[src/rtl/dump_arbiter.sv]
// dump_arbiter: round-robin sharing of one registered dump sink among N producers,
// with per-channel decimation and an optional global forwarded-record budget.
module dump_arbiter #(
    parameter int          N           = 4,
    parameter int          WIDTH       = 16,
    parameter int          EXPONENT    = -8,
    parameter int          DECIM       = 1,
    parameter int unsigned MAX_RECORDS = 0
) (
    input  logic                   clk,
    input  logic                   rst,
    input  logic                   enable,
    input  logic [N*WIDTH-1:0]     in_data,
    input  logic [N-1:0]           in_valid,
    output logic [N-1:0]           in_ready,
    output logic [WIDTH-1:0]       out_data,
    output logic [$clog2(N)-1:0]   out_chan,
    output logic                   out_valid,
    input  logic                   out_ready,
    output logic                   done,
    output logic [31:0]            rec_count
);

    localparam int CW = $clog2(N);
    localparam int DW = (DECIM > 1) ? $clog2(DECIM) : 1;

    localparam logic [1:0] S_IDLE = 2'd0;
    localparam logic [1:0] S_RUN  = 2'd1;
    localparam logic [1:0] S_DONE = 2'd2;

    // The exponent only describes the fixed-point format downstream; data passes unchanged.
    logic unused_exponent;
    assign unused_exponent = (EXPONENT != 0);

    logic [1:0]       state_q, state_d;
    logic [CW-1:0]    ptr_q, ptr_d;
    logic [DW-1:0]    dcnt_q [N];
    logic [DW-1:0]    dcnt_d [N];
    logic             out_valid_q, out_valid_d;
    logic [WIDTH-1:0] out_data_q, out_data_d;
    logic [CW-1:0]    out_chan_q, out_chan_d;
    logic [31:0]      rec_count_q, rec_count_d;

    logic [WIDTH-1:0] chan_data [N];
    logic             gnt_found;
    logic [CW-1:0]    gnt_idx;
    logic [CW-1:0]    scan_idx;
    logic             slot_free;
    logic             grant;
    logic             fwd;

    always_comb begin
        for (int unsigned i = 0; i < N; i++) begin
            chan_data[i] = in_data[i*WIDTH +: WIDTH];
        end
    end

    // First requester at or after ptr, wrapping past N-1.
    always_comb begin
        gnt_found = 1'b0;
        gnt_idx   = '0;
        scan_idx  = '0;
        for (int unsigned k = 0; k < N; k++) begin
            scan_idx = CW'((32'(ptr_q) + k) % N);
            if (!gnt_found && in_valid[scan_idx]) begin
                gnt_found = 1'b1;
                gnt_idx   = scan_idx;
            end
        end
    end

    assign slot_free = !out_valid_q || out_ready;
    assign grant     = (state_q == S_RUN) && slot_free && gnt_found;
    assign fwd       = grant && (dcnt_q[gnt_idx] == '0);

    always_comb begin
        in_ready = '0;
        if (state_q == S_DONE) begin
            in_ready = '1;
        end else if (grant) begin
            in_ready[gnt_idx] = 1'b1;
        end
    end

    always_comb begin
        state_d     = state_q;
        ptr_d       = ptr_q;
        dcnt_d      = dcnt_q;
        out_valid_d = out_valid_q;
        out_data_d  = out_data_q;
        out_chan_d  = out_chan_q;
        rec_count_d = rec_count_q;

        if (grant) begin
            ptr_d = (gnt_idx == CW'(N-1)) ? '0 : gnt_idx + 1'b1;
            dcnt_d[gnt_idx] = (dcnt_q[gnt_idx] == DW'(DECIM-1)) ? '0 : dcnt_q[gnt_idx] + 1'b1;
        end

        // A load during a drain replaces the record, so valid stays high.
        if (fwd) begin
            out_valid_d = 1'b1;
            out_data_d  = chan_data[gnt_idx];
            out_chan_d  = gnt_idx;
            if (rec_count_q != '1) begin
                rec_count_d = rec_count_q + 1'b1;
            end
        end else if (out_valid_q && out_ready) begin
            out_valid_d = 1'b0;
        end

        case (state_q)
            S_IDLE: begin
                if (enable) state_d = S_RUN;
            end
            S_RUN: begin
                if (fwd && (MAX_RECORDS != 0) && (rec_count_d == MAX_RECORDS)) begin
                    state_d = S_DONE;
                end else if (!enable) begin
                    state_d = S_IDLE;
                end
            end
            S_DONE: begin
                state_d = S_DONE;
            end
            default: begin
                state_d = S_IDLE;
            end
        endcase
    end

    always_ff @(posedge clk) begin
        if (!rst) begin
            state_q     <= S_IDLE;
            ptr_q       <= '0;
            for (int unsigned i = 0; i < N; i++) begin
                dcnt_q[i] <= '0;
            end
            out_valid_q <= 1'b0;
            out_data_q  <= '0;
            out_chan_q  <= '0;
            rec_count_q <= '0;
        end else begin
            state_q     <= state_d;
            ptr_q       <= ptr_d;
            dcnt_q      <= dcnt_d;
            out_valid_q <= out_valid_d;
            out_data_q  <= out_data_d;
            out_chan_q  <= out_chan_d;
            rec_count_q <= rec_count_d;
        end
    end

    assign out_valid = out_valid_q;
    assign out_data  = out_data_q;
    assign out_chan  = out_chan_q;
    assign rec_count = rec_count_q;
    assign done      = (state_q == S_DONE);

endmodule

[config.mk]
export PLATFORM = sky130hd
export DESIGN_NAME = dump_arbiter
export DESIGN_NICKNAME = d
export VERILOG_FILES = /design/src/rtl/dump_arbiter.sv
export SDC_FILE = /design/constraint.sdc
export NUM_CORES = 1
export LEC_CHECK = 0
export CELL_PAD_IN_SITES_DETAIL_PLACEMENT = 0
export CELL_PAD_IN_SITES_GLOBAL_PLACEMENT = 1
export CORE_UTILIZATION = 33
export DETAILED_ROUTE_END_ITERATION = 10
export PLACE_DENSITY = 0.83
export SYNTH_ARGS = -nofsm -noshare
export SYNTH_HDL_FRONTEND = slang
export SYNTH_SLANG_ARGS = --single-unit
export TNS_END_PERCENT = 50
[constraint.sdc]
create_clock -name clk -period 4.6 [get_ports clk]
set_input_delay 0.46 -clock clk [delete_from_list [all_inputs] [get_ports clk]]
set_output_delay 0.46 -clock clk [all_outputs]
set_load 0.03 [all_outputs]
==> out/metrics.cfg <==
[status]
status = complete, no violations

[logic_synthesis]
synth_seq_area_share = 0.353
syn_area_sq_mm = 0.00312
ys_top_cells_by_count = 55 x dfxtp_1, 45 x nand2_1, 29 x o21ai_0, 27 x a21oi_1, 19 x mux2i_1
ys_top_cells_by_area = dfxtp_1 35%, mux2i_1 6.1%, nand2_1 5.4%
syn_nets = 454
synthDistinctLibCells = 48
synth_cells = 380
synth_flop_cell = dfxtp_1
netlist.area_leader.share = 0.353
avgSynthCellArea_sq_um = 8.22
ys_seq_elements = 55
yosysMostFrequentCell = dfxtp_1
synth_edf_count = 0
yosysWarnings = 0
yosys.area.top_type = dfxtp_1
synthArstFlopShare = 0

[floorplan]
die_area_sq_mm = 0.00985
start_util = 0.339
pin_count = 128
core_area_sq_mm = 0.00920
placement_rows = 35
dieWidth_microns = 99.3
dieHeight_microns = 99.3

[route]
wl_met2_microns = 4570
drc_errors = 0
first_iter_violations = 102
antenna_left = 0
drt_wl_total_microns = 9660
vias_per_cell = 5.57
highest_layer = met4
dr.pass1.iters = 4
wl_met3_microns = 764
wl_met1_microns = 4170
vias = 3391
wire_per_inst_microns = 15.9

[layout]
num-nets-final = 571
syn_to_final_growth_pct = 46.6
drive_gt1_frac = 0.0542
fin_area_sq_mm = 0.00458
diodes = 0
instances_no_fill = 609
fin_util = 0.498
fill_cells = 894

[timing]
setup_viol_count_final = 0
drv_slew = 0
rsz0062_at_grt = no
fin_crit_sh = 0.752
finalClockSkew_ps = 9.97
period_needed_ps = 3460
slew_headroom = 0.216
max_slew.worst_pin.slew_ps = 1170
clock.fmax_mhz = 289
hold_viol_final = 0
tns_ps = 0

[worst_setup_path]
crit_path_max_fanout = 33
reg2reg_slack_ps = 1960
end_kind = output pin
worst-setup-path-type = in2out
crit_required_ps = 4140
crit_arrival_ps = 3000
start_kind = primary input

[global_routing]
track_usage = 0.197
grt_pass1_wl_microns = 15500
grt_pass1_vias = 3208
antenna_found_initial = 0
grt_max_degree = 50
gr-total-overflow = 0

[placement]
dpl.hpwl_microns = 7270
io_buffers = 127
placedCellCount = 601
gp_congestion = 0.774
placed_area_sq_mm = 0.00448

[clock_network]
clk_pin_slew_ps = 110
clock_latency_ps = 320
cts_tree = done
postCtsSetupBuffers = 0
cts_htree_levels = 2
clock_sinks = 55
cts_inserted_buffers = 5
clock_path_buffers = 2
cts_root_buffer = clkbuf_8
ctsResizeCount = 0
cts_hold_buf = 0

[pwr]
total_power_mw = 1.03
power_leakage_nw = 1.59
vdd_drop_max_mv = 0.123
p_per_area_mw_per_mm2 = 226

[flow_run]
cap_violations = 0

[min_path]
hold_path.class = reg2reg

[path summary, 6_finish.rpt]
kind                                                 from                        end  cells after the start
worst max-delay path                          in_valid[2]                in_ready[3]                      9
worst min-delay path              state_q[1]$_SDFFE_PN0P_    state_q[0]$_SDFFE_PN0P_                      1
worst max register to register  rec_count[0]$_SDFFE_PN0P_  rec_count[7]$_SDFFE_PN0P_                      6
worst min register to register    state_q[1]$_SDFFE_PN0P_    state_q[0]$_SDFFE_PN0P_                      1
[flip-flops by register name, indices dropped and copies added, names as in the netlist]
register   count
ptr_q          2
out_chan       2
out_valid      1
state_q        2
out_data      16
rec_count     32
[per-stage QoR]
stage               hold WS [ps]  setup slack [ps]
finish                       436              1140
global route                 470               908
CTS                          436              1170
detailed placement           421              1180
global placement             417              1270
floorplan                    405              1930
[report_power, final]
group          internal (mW)  leakage (nW)  total, mW  switching (mW)
sequential             0.491         0.446      0.503          0.0119
clock                  0.138        0.0515      0.302           0.164
combinational          0.118          1.10      0.230           0.112
[routing by layer]
metal | up-vias | GRT usage
met1 | 1573 | 0.237
li1 | 1684 | -
met4 | 0 | 0.0622
met5 | - | 0
met2 | 118 | 0.337
met3 | 16 | 0.0604
[critical path: stages]
cell and delay (ps):
clkdlybuf4s50_1 490, nand2b_1 140, a21o_1 640, nand2_1 160, inv_1 140, ha_1 180
nand2_1 50, nand2_1 70, clkdlybuf4s50_1 670
[cell families (layout without fill, tap and decap cells)]
| logic type | after synthesis | after routing | share of synthesized area |
|---|---|---|---|
| flops | 55 | 55 | 0.353 |
| mux | 19 | 19 | 0.0609 |
| xor+xnor | 5 | 5 | 0.0140 |
| compound gates | 117 | 117 | 0.247 |
| simple gates | 153 | 153 | 0.278 |
| fa+ha+maj | 2 | 2 | 0.00801 |
| buf+inv | 29 | 147 | 0.0401 |
[placed cells by master (no fill, tap or decap), types with 3 or more instances in the layout]
| cell | Yosys | routed |
|---|---|---|
| or4_1 | 11 | 11 |
| nand3_1 | 16 | 16 |
| nor4_1 | 5 | 4 |
| xnor2_1 | 3 | 3 |
| o221ai_1 | 16 | 16 |
| mux2i_1 | 19 | 19 |
| o21a_1 | 4 | 4 |
| and3_1 | 18 | 18 |
| or4_2 | 3 | 3 |
| a21boi_0 | 16 | 16 |
| inv_1 | 7 | 7 |
| clkbuf_8 | 0 | 7 |
| dfxtp_1 | 55 | 55 |
| nor2_1 | 13 | 13 |
| nand4_1 | 8 | 8 |
| a21oi_1 | 27 | 27 |
| nand2b_1 | 5 | 5 |
| o31ai_1 | 13 | 13 |
| and4_1 | 6 | 6 |
| buf_4 | 0 | 5 |
| nand2_1 | 45 | 45 |
| clkdlybuf4s50_1 | 0 | 127 |
| o21ai_0 | 29 | 29 |
| or3_1 | 8 | 8 |
[final cells by class]
| cell class | instances | area, sq um | area share |
|---|---|---|---|
| Tap cell | 111 | 139 | 0.0303 |
| Sequential cell | 55 | 1100 | 0.241 |
| Inverter | 7 | 26.3 | 0.00574 |
| Multi-Input combinational cell | 296 | 1900 | 0.416 |
| Timing Repair Buffer | 132 | 1310 | 0.286 |
| Clock buffer | 8 | 100 | 0.0219 |
(Power assumes the default switching activity.)
